### src/rtl/diag_walker.sv
// diag_walker: enumerates every (x,y) in [0,KMAX]^2 along anti-diagonals
// d = x+y, d = 0..2*KMAX. Mode 0 walks each diagonal with x increasing;
// mode 1 zigzags (x increases on even d, decreases on odd d).
//
// Output handshake: a pair transfers on any rising edge where
// out_valid && out_ready. out_valid stays high for the whole walk, and the
// presented pair (x, y, diag, idx, last) is stable until it transfers.
// abort beats a simultaneous transfer and start, and reset beats everything.
module diag_walker #(
    parameter int W    = 4,
    parameter int KMAX = 2**W - 1
) (
    input  logic           clk,
    input  logic           reset,
    input  logic           start,
    input  logic           mode,
    input  logic           abort,
    input  logic           out_ready,
    output logic           out_valid,
    output logic [W-1:0]   x,
    output logic [W-1:0]   y,
    output logic [W:0]     diag,
    output logic [2*W-1:0] idx,
    output logic           last,
    output logic           done,
    output logic           busy,
    output logic           fsm_state
);

    typedef enum logic {
        IDLE = 1'b0,
        RUN  = 1'b1
    } state_t;

    // Coordinate arithmetic runs one bit wider than the coordinates so that
    // diagonal indices up to 2*KMAX (and 2*KMAX+1 as a look-ahead) never wrap.
    localparam logic [W:0]     KM    = KMAX[W:0];
    localparam logic [W:0]     ONE_E = 1;
    localparam logic [2*W-1:0] ONE_I = 1;

    state_t state;
    logic   mode_q;

    // Smallest legal x on diagonal d.
    function automatic logic [W:0] diag_lo(input logic [W:0] d);
        diag_lo = (d > KM) ? (d - KM) : '0;
    endfunction

    // Largest legal x on diagonal d.
    function automatic logic [W:0] diag_hi(input logic [W:0] d);
        diag_hi = (d < KM) ? d : KM;
    endfunction

    logic [W:0] x_e;
    logic [W:0] lo_cur;
    logic [W:0] hi_cur;
    logic [W:0] diag_inc;
    logic       going_up;
    logic       next_up;
    logic       at_end;
    logic [W:0] next_d;
    logic [W:0] next_x_e;
    logic [W:0] next_y_e;
    logic       next_last;
    logic       xfer;

    assign x_e  = {1'b0, x};
    assign xfer = out_valid && out_ready;

    // Successor of the currently presented pair.
    always_comb begin
        lo_cur    = diag_lo(diag);
        hi_cur    = diag_hi(diag);
        diag_inc  = diag + ONE_E;
        going_up  = !mode_q || !diag[0];
        next_up   = !mode_q || !diag_inc[0];
        at_end    = going_up ? (x_e == hi_cur) : (x_e == lo_cur);
        next_d    = diag;
        next_x_e  = x_e;
        if (at_end) begin
            // Leave this diagonal: start the next one at the end its
            // direction begins from.
            next_d   = diag_inc;
            next_x_e = next_up ? diag_lo(diag_inc) : diag_hi(diag_inc);
        end else if (going_up) begin
            next_x_e = x_e + ONE_E;
        end else begin
            next_x_e = x_e - ONE_E;
        end
        next_y_e  = next_d - next_x_e;
        next_last = (next_x_e == KM) && (next_y_e == KM);
    end

    // Control FSM and registered pair outputs.
    always_ff @(posedge clk) begin
        if (reset) begin
            state     <= IDLE;
            mode_q    <= 1'b0;
            out_valid <= 1'b0;
            busy      <= 1'b0;
            done      <= 1'b0;
            last      <= 1'b0;
            x         <= '0;
            y         <= '0;
            diag      <= '0;
            idx       <= '0;
        end else begin
            done <= 1'b0;
            case (state)
                IDLE: begin
                    if (start && !abort) begin
                        state     <= RUN;
                        mode_q    <= mode;
                        out_valid <= 1'b1;
                        busy      <= 1'b1;
                        x         <= '0;
                        y         <= '0;
                        diag      <= '0;
                        idx       <= '0;
                        last      <= 1'b0;
                    end
                end
                RUN: begin
                    if (abort) begin
                        state     <= IDLE;
                        out_valid <= 1'b0;
                        busy      <= 1'b0;
                        last      <= 1'b0;
                        x         <= '0;
                        y         <= '0;
                        diag      <= '0;
                        idx       <= '0;
                    end else if (xfer) begin
                        if (last) begin
                            // Final pair accepted: pulse done and clear down.
                            state     <= IDLE;
                            out_valid <= 1'b0;
                            busy      <= 1'b0;
                            done      <= 1'b1;
                            last      <= 1'b0;
                            x         <= '0;
                            y         <= '0;
                            diag      <= '0;
                            idx       <= '0;
                        end else begin
                            x    <= next_x_e[W-1:0];
                            y    <= next_y_e[W-1:0];
                            diag <= next_d;
                            idx  <= idx + ONE_I;
                            last <= next_last;
                        end
                    end
                end
                default: begin
                    state     <= IDLE;
                    out_valid <= 1'b0;
                    busy      <= 1'b0;
                end
            endcase
        end
    end

    assign fsm_state = state;

endmodule

### config.mk
export PLATFORM = sky130hd
export DESIGN_NAME = diag_walker
export DESIGN_NICKNAME = d
export VERILOG_FILES = /design/src/rtl/diag_walker.sv
export SDC_FILE = /design/constraint.sdc
export NUM_CORES = 1
export LEC_CHECK = 0
export ABC_AREA = 1
export BUFFER_PORTS_ARGS = -buffer_cell sky130_fd_sc_hd__buf_2
export CAP_MARGIN = 40
export CORE_MARGIN = 1
export CORE_UTILIZATION = 55
export CTS_BUF_LIST = sky130_fd_sc_hd__clkbuf_8
export CTS_CLUSTER_DIAMETER = 100
export CTS_CLUSTER_SIZE = 25
export DETAILED_ROUTE_END_ITERATION = 8
export PLACE_DENSITY = 0.82
export SKIP_LAST_GASP = 1
export SYNTH_ARGS = -nofsm -noshare
export SYNTH_HDL_FRONTEND = slang
export SYNTH_SLANG_ARGS = --single-unit
### constraint.sdc
create_clock -name clk -period 4.4 [get_ports clk]
set_input_delay 0.22 -clock clk [delete_from_list [all_inputs] [get_ports clk]]
set_output_delay 0.22 -clock clk [all_outputs]
set_load 0.02 [all_outputs]
## Word level (Yosys, flattened, before mapping)

Cells that the tools add are included.

| word-level totals | value |
|---|---|
| flip-flop bits (word level) | 26 |
| bits in latches | 0 |
| memory bits (writable) | 0 |
| ROM bits | 0 |
| input port bits | 6 |
| output and inout port bits | 26 |
| logic and storage cells | 86 |
| memories | 0 |

| cells by class | value |
|---|---|
| add/subtract/negate cells | 7 |
| $mul | 0 |
| div/mod/pow operators | 0 |
| order comparisons | 4 |
| equality and inequality tests | 7 |
| shifts and indexed selects | 0 |
| mux-type cells | 44 |
| bitwise operators | 2 |
| reduce and logical (&&, ||, !) cells | 13 |

Operator list:

| kind | number |
|---|---|
| 5-bit 2-to-1 mux | 12 |
| 8-bit 2-to-1 mux | 4 |
| 4-bit 2-to-1 mux | 7 |
| 4-bit case mux with 2 select lines | 2 |
| 8-bit case mux with 2 select lines | 1 |
| 1-bit 2-to-1 mux | 14 |
| 4-bit by 5-bit equality test with 1-bit output | 2 |
| 5-bit by 4-bit equality test with 1-bit output, second input constant | 2 |
| 5-bit by 4-bit greater-than comparator with 1-bit output, second input constant | 2 |
| 5-bit by 4-bit less-than comparator with 1-bit output, second input constant | 2 |
| 5-bit case mux with 2 select lines | 1 |
| 5-bit by 4-bit subtractor with 5-bit output, second input constant | 2 |
| 8-bit by 1-bit adder with 8-bit output, second input constant | 1 |
| 1-bit case mux with 2 select lines | 3 |
| 4-bit by 1-bit adder with 5-bit output, second input constant | 1 |
| 5-bit by 1-bit adder with 5-bit output, second input constant | 1 |
| 4-bit by 1-bit subtractor with 5-bit output, second input constant | 1 |
| 5-bit subtractor | 1 |
| 1-bit zero test | 4 |
| 2-bit AND reduction | 2 |
| 4-bit OR reduction | 1 |
| 1-bit logical AND | 3 |
| 3-bit by 2-bit != test with 1-bit output, second input constant | 1 |
| 3-bit != test, second input constant | 1 |
| other kinds (4) | 6 |

## Longest topological paths before layout

Gate-level depths: netlist (run 1).

| logic depth | value |
|---|---|
| depth after elaboration | 12 |
| mapped depth | 26 |
| gate-level depth less buffers | 25 |

## Worst setup path before layout (run 1)

Ideal clock, no wire load.

| timing | value |
|---|---|
| path kind | flip-flop to flip-flop |
| start | register diag[1] |
| end | register last |
| setup time | 65 ps |
| data arrival time | 3445 ps |
| data required time | 4335 ps |
| setup slack | 890 ps |
| cell stages (with the launch flop) | 25 |
| path buffers | 1 |
| clock period less this slack | 3510 ps |
| cells stage by stage | dfxtp_1 > ha_1 > nand2_1 > nor2_1 > ha_1 > nand2_1 > o21ai_1 > inv_1 > nand2_4 > nor2_8 > nand2_4 > buf_6 > xor2_1 > inv_1 > ha_1 > fa_1 > xnor2_1 > nand2_1 > nor3_1 > nand2_1 > nor2_1 > nand3_1 > nor2_1 > nor2_1 > nor2_1 |

| between the ends | value |
|---|---|
| cells in the longest elaborated chain, start to end | 12 |
| elaborated cells on any way between the ends | 25 |
| those cells by class | 4 x add/sub; 4 x order compare; 4 x eq/ne; 12 x mux; 1 x reduce/logical |

RTL lines:

| item | line | text |
|---|---|---|
| start: declaration | 22 | `output logic [W:0] diag,` |
| start signal: assignment | 148 | `diag <= next_d;` |
| 5-bit by 1-bit adder with 5-bit output (tied with other cells) | 74 | `diag_inc = diag + ONE_E;` |
| 5-bit by 4-bit subtractor with 5-bit output (tied with other cells) | 46 | `diag_lo = (d > KM) ? (d - KM) : '0;` |
| 5-bit 2-to-1 mux (tied with other cells) | 46 |  |
| 5-bit 2-to-1 mux or 1-bit 2-to-1 mux (tied branches) | 84, 77 |  |
| 5-bit 2-to-1 mux | 80 | `if (at_end) begin` |
| 5-bit subtractor | 90 | `next_y_e = next_d - next_x_e;` |
| 5-bit by 4-bit equality test with 1-bit output | 91 | `next_last = (next_x_e == KM) && (next_y_e == KM);` |
| 1-bit logical AND * | 91 |  |
| 1-bit 2-to-1 mux * | 134 | `if (last) begin` |
| 1-bit 2-to-1 mux * | 133 | `end else if (xfer) begin` |
| 1-bit 2-to-1 mux * | 124 | `if (abort) begin` |
| 1-bit case mux with 2 select lines * | 109 | `case (state)` |
| end signal: assignment | 150 | `last <= next_last;` |
| end: declaration | 24 | `output logic last,` |

Every way passes the cells marked *; elsewhere a longest branch is shown, timed or not. The select of a mux whose other input is x is not followed.
A chain may end at the register's enable or synchronous reset.

## Worst setup path in the final report (run 1)

| timing | value |
|---|---|
| start | register diag[0] |
| end | register last |

| between the ends | value |
|---|---|
| cells in the longest elaborated chain, start to end | 12 |
| elaborated cells on any way between the ends | 30 |
| those cells by class | 4 x add/sub; 4 x order compare; 4 x eq/ne; 13 x mux; 5 x reduce/logical |

RTL lines:

| item | line |
|---|---|
| 5-bit by 1-bit adder with 5-bit output (tied with other cells) | 74 |
| 5-bit by 4-bit subtractor with 5-bit output (tied with other cells) | 46 |
| 5-bit 2-to-1 mux (tied with other cells) | 46 |
| 5-bit 2-to-1 mux or 1-bit 2-to-1 mux (tied branches) | 84, 77 |
| 5-bit 2-to-1 mux | 80 |
| 5-bit subtractor | 90 |
| 5-bit by 4-bit equality test with 1-bit output | 91 |
| 1-bit logical AND * | 91 |
| 1-bit 2-to-1 mux * | 134 |
| 1-bit 2-to-1 mux * | 133 |
| 1-bit 2-to-1 mux * | 124 |
| 1-bit case mux with 2 select lines * | 109 |

Marked as above.

==> metrics, run 1 <==
leading cell type in the layout, fill and taps excluded=nand2_1; clock share of power=38.6%; worst reg2reg endpoint=last; diode count=0; Die W=62.8 microns; startpoint class of the critical path=flop; Final TNS setup=0 ps; vias in the first global route=1796; Worst Max-Slew Pin Slew=611 ps; Worst Path Class, Setup=flop to flop; worst setup path start=diag[0]; critical path required time=4620 ps; GRT met1 Usage=34.3%; drt drc=0; Final min period=3800 ps; Final ANT Viol Nets=0; Most Used Layer, Global Route=met2; Fmax=263 MHz; combinational share of power=14.7%; first-pass GRT wire length=8.08 mm; RSZ-0062 raised after global routing=no; H-tree Lvls=1; post-CTS sizing=0; CP endpoint=last; initial antenna violation count=0; peak supply drop=0.199 mV; Critical path buffers and inverters=2; hold_buf cts=0; Seq/Total Area, Yosys=25.6%; outcome=complete, no violations; area grow syn2layout=11.9%; crit end category=flop; Lkg Pwr=0.00108 uW; die span in y=62.8 microns; Synth Warn #=0; Critical Path AT=4020 ps; Setup Skew=2.47 ps; Switch Pwr=132 uW; Syn Nets=326; CP peak stage delay=610 ps; Pint=384 uW; DR iter-0 viols=94; Initial Util=59.0%; total power=516 uW; DR vias/cell=5.15; worst-path fanout max=13; via count=1951; IO Count=32; share of cells above drive strength 1=18.9%; cell breakdown of the critical path=ha_1 -> nand2_1 -> nor2_1 -> ha_1 -> nand2_1 -> o21ai_1 -> inv_1 -> nand2_4 -> nor2_8 -> nand2_4 -> xor2_1 -> inv_1 -> ha_1 -> fa_1 -> xnor2_1 -> nand2_1 -> nor3_1 -> nand2_1 -> nor2_1 -> nand3_1 -> nor2_1 -> nor2_1 -> nor2_1; Post-Synthesis Cell Area=2030 sq um; largest net degree at the start of global routing=22; GPL Wtd Cong=0.938; CP top delay family=simple AND/OR/NAND/NOR gates; Sequential Power Share=46.7%; Core ar.=3440 sq um; Port Buffers=31; worst r2r src=diag[0]; Fin. Hold Viols=0; WL final=4.56 mm; max-cap violations=0; Synth Register Bits=26; clk_lat worst skew=270 ps; Post CTS Setup Buffer Count=0; Detailed Routing Iterations Pass 1=4; Final setup viols=0; met3 Use GR=3.83%; met2 Track Usage GR=41.7%; Worst R2R Setup Slack=600 ps; die area=3940 sq um; CTS tree=done; final period utilization=86.3%; switch share=25.5%; Hold Path Class=input port to flop; synthesized netlist cell count=305; Overflow after GRT=0; Total Nets Final=355; hpwl dp=3.53 mm; Root Buffer=clkbuf_8; drt wl/cell=12.0 microns; most frequent cells in the layout=nand2_1, inv_1, buf_2, nand3_1, dfxtp_1; Max Buffers Root-to-Sink=2; Slew Viols, Final=0; most used cell, CP=nor2_1; CTS buffer count=3; Stages on worst setup path=23; CTS sink count=26; syn avg cell area=6.66 sq um; Clock transition at path regs=90 ps; max_slew headroom=59.2%; Rows=21; gr usage total=25.6%; CP max stage cell=dfxtp_1; Synth cell types=33; Reg2Reg Depth=23; power per cell area=227 nW/um^2
per-layer routing:
layer	vias to the layer above	wire length [microns]
met5	-	0
met4	0	76
met3	9	151
met2	38	2170
met1	874	2160
li1	1030	-
cells in the mapped netlist:
library cell  instances  area, sq um
nand2_1              86          323
inv_1                36          135
nand3_1              28          140
dfxtp_1              26          521
a21oi_1              22          110
nor2_1               16         60.1
ha_1                 13          163
o21ai_0               9         45.0
nor3_1                7         35.0
o21ai_1               7         35.0
inv_2                 6         22.5
nand2_2               6         37.5
nor3b_1               5         37.5
xnor2_1               5         43.8
clkbuf_1              4         15.0
nand2_4               4         45.0
nand3_2               3         30.0
xor2_1                3         26.3
buf_6                 2         22.5
fa_1                  2         40.0
nor2_2                2         12.5
nor2_8                2         40.0
a21oi_2               1         8.76
a31oi_1               1         6.26
and2_1                1         6.26
buf_2                 1         5.00
buf_4                 1         7.51
nand3_4               1         17.5
nand3b_1              1         7.51
o211a_1               1         10.0
o21a_1                1         7.51
o21ai_2               1         8.76
or2_2                 1         6.26
power groups by stage:
stage	clock (uW)	combinational (uW)	sequential, uW
finish	199	75.8	241
global route	212	84.0	241
CTS	203	75.2	241
detailed placement	0	73.8	246
global placement	0	72.8	246
floorplan	0	56.5	248
worst min-delay path: cells and delay by family:
family                 cells  cell delay [ps]
buffers and inverters      1               80
AO/OA/AOI/OAI              2              170
metrics by stage:
stage	area, sq um	std cells	utilization, %	setup slack (ps)	hold WS, ps
2_1_floorplan	2030	305	-	890	389
3_3_place_gp	2190	374	63.7	774	453
3_5_place_dp	2200	375	63.9	642	458
4_1_cts	2270	379	66.0	615	225
5_1_grt	2270	379	66.0	135	252
6_report	2270	379	66.0	604	232
layout make-up:
| type | instances | area [sq um] |
|---|---|---|
| clock buffers | 3 | 41.3 |
| inverters | 42 | 158 |
| repair buffers | 32 | 163 |
| fillers | 334 | 1170 |
| well taps | 46 | 57.6 |
| multi-input cells | 229 | 1300 |
| flip-flops and latches | 26 | 520 |
| clock inverters | 1 | 30.0 |
sequential cells by signal, indices dropped and copies added, names as in the netlist:
name	cells
diag	5
mode_q	1
done	1
y	4
x	4
last	1
busy	1
idx	8
fsm_state	1
worst min-delay path by stage:
stage	startpoint	cells after the start	end	slack (ps)
3_3_place_gp	y[3]	2	y[3]	450
5_1_grt	mode	3	mode_q	250
4_1_cts	out_ready	3	done	220
3_5_place_dp	y[1]	2	y[1]	460
6_report	mode	3	mode_q	230
2_1_floorplan	out_ready	2	done	390
logic make-up after synthesis:
logic type,Yosys count,share of synthesized area [%]
fa+ha+maj,15,9.98
xor+xnor,8,3.45
flops,26,25.6
buf+inv,50,10.2
simple gates,163,39.3
compound gates,43,11.4
(Power assumes the default switching activity.)
==> run 2: changes to the inputs <==
CORE_UTILIZATION = 59   (was 55)
PLACE_DENSITY = 0.87   (was 0.82)
==> run 2 against run 1 <==
Net effect:
- global-route usage increased by 1.1 points
- first-iteration DRC count increased by 19%
- flip-flop and latch count unchanged
- critical path depth unchanged
- sequential share of layout area increased by 0.27 points
- design area decreased by 1.2%
==> metrics, run 2 (synthesized netlist as in run 1, its figures left out) <==
Root Buffer=clkbuf_8 (unchanged); Lkg Pwr=0.00107 uW (was 0.00108 uW); startpoint class of the critical path=flop (unchanged); post-placement cell count=372 (was 375); DR vias/cell=5.24 (was 5.15); largest net degree at the start of global routing=22 (unchanged); Die W=60.7 microns (was 62.8 microns); worst reg2reg endpoint=last (unchanged); drt drc=0 (unchanged); IO Count=32 (unchanged); Placement Setup Slack=626 ps (was 642 ps); hold_sp=out_ready (was mode); max_slew headroom=40.5% (was 59.2%); total power=468 uW (was 516 uW); CTS tree=done (unchanged); Final min period=3930 ps (was 3800 ps); share of cells above drive strength 1=18.7% (was 18.9%); diode count=0 (unchanged); power per cell area=209 nW/um^2 (was 227 nW/um^2); final period utilization=89.2% (was 86.3%); Final TNS setup=0 ps (unchanged); Clock transition at path regs=80 ps (was 90 ps); Fmax=255 MHz (was 263 MHz); Worst R2R Setup Slack=470 ps (was 600 ps); most frequent cells in the layout=nand2_1, inv_1, buf_2, nand3_1, dfxtp_1 (unchanged); gr usage total=26.7% (was 25.6%); crit end category=flop (unchanged); Min-Delay Endpoint=done (was mode_q); Post CTS Setup Buffer Count=0 (unchanged); Worst Path Class, Setup=flop to flop (unchanged); post-CTS sizing=0 (unchanged); WL final=4.53 mm (was 4.56 mm); clk_lat worst skew=270 ps (about the same); Rows=20 (was 21); Detailed Routing Iterations Pass 1=4 (unchanged); area grow syn2layout=10.6% (was 11.9%); Hold Path Class=input port to flop (unchanged); Final setup viols=0 (unchanged); Setup Skew=1.79 ps (was 2.47 ps); Max Buffers Root-to-Sink=2 (unchanged); largest reg by FF count=idx (unchanged); initial antenna violation count=0 (unchanged); GPL Wtd Cong=0.879 (was 0.938); Worst Max-Slew Pin Slew=888 ps (was 611 ps); Core ar.=3150 sq um (was 3440 sq um); DR iter-0 viols=112 (was 94); hpwl dp=3.46 mm (was 3.53 mm); final setup margin=473 ps (was 604 ps); Final ANT Viol Nets=0 (unchanged); critical path required time=4610 ps (was 4620 ps); Slew Viols, Final=0 (unchanged); worst-path fanout max=13 (unchanged); CTS sink count=26 (unchanged); die span in y=60.7 microns (was 62.8 microns); Overflow after GRT=0 (unchanged); Worst Hold Depth=3 (unchanged); drt wl/cell=12.0 microns (about the same); # fillers=271 (was 334); Port Buffers=31 (unchanged); H-tree Lvls=1 (unchanged); leading cell type in the layout, fill and taps excluded=nand2_1 (unchanged); Fin. Hold Viols=0 (unchanged); vias in the first global route=1617 (was 1796); worst r2r src=diag[0] (unchanged); Layout Cells excl Fill=376 (was 379); die area=3680 sq um (was 3940 sq um); Final Util=71.2% (was 66.0%); max-cap violations=0 (unchanged); hold_buf cts=0 (unchanged); peak supply drop=0.193 mV (was 0.199 mV); Total Nets Final=354 (was 355); Largest regs=idx x8, diag x5 (unchanged); outcome=complete, no violations (unchanged); first-pass GRT wire length=7.46 mm (was 8.08 mm); Initial Util=64.4% (was 59.0%); CTS buffer count=3 (unchanged); RSZ-0062 raised after global routing=no (unchanged); Critical Path AT=4140 ps (was 4020 ps); Reg2Reg Depth=23 (unchanged); via count=1972 (was 1951); number of flip-flops under the largest register name=8 (unchanged)
-- run 2: report_power, final --
| group | switching [uW] | internal, uW |
|---|---|---|
| sequential | 3.20 | 238 |
| combinational | 51.2 | 24.3 |
| clock | 71.9 | 80.0 |
-- run 2: layout make-up --
cell class	count	area, sq um	area share [%]
Tap cell	44	55.1	2.45
Inverter	42	158	7.02
Multi-Input combinational cell	229	1300	58.0
Sequential cell	26	520	23.2
Clock buffer	4	55.1	2.45
Timing Repair Buffer	31	155	6.91
-- run 2: critical path: stages, from the launching register on --
cell	delay, ps
dfxtp_1	600
ha_1	240
nand2_1	100
nor2_1	120
ha_1	300
nand2_1	100
o21ai_1	60
inv_1	110
nand2_4	80
nor2_8	150
nand2_4	120
xor2_1	190
inv_1	60
ha_1	200
fa_1	410
xnor2_1	260
nand2_1	80
nor3_1	210
nand2_1	90
nor2_1	90
nand3_1	70
nor2_1	100
nor2_1	60
nor2_1	70
-- run 2: worst max path at each step --
stage                     startpoint   end  depth (start not counted)
after detailed placement     diag[0]  last                         23
after global routing         diag[0]  last                         23
final                        diag[0]  last                         23
after global placement       diag[0]  last                         23
after CTS                    diag[0]  last                         23
after floorplan              diag[1]  last                         24
-- run 2: stage by stage --
| stage | hold WS, ps | instance area (sq um) |
|---|---|---|
| 3_3_place_gp | 450 | 2190 |
| 5_1_grt | 238 | 2250 |
| 4_1_cts | 222 | 2250 |
| 2_1_floorplan | 389 | 2030 |
| 3_5_place_dp | 461 | 2190 |
| 6_report | 229 | 2250 |
-- run 2: metal layers --
metal	global-route usage, %	vias up	share of wire [%]
li1	-	1030	-
met1	39.9	880	49
met2	41.0	54	46
met3	3.84	8	4.5
met4	5.19	0	1.1
met5	0	-	0
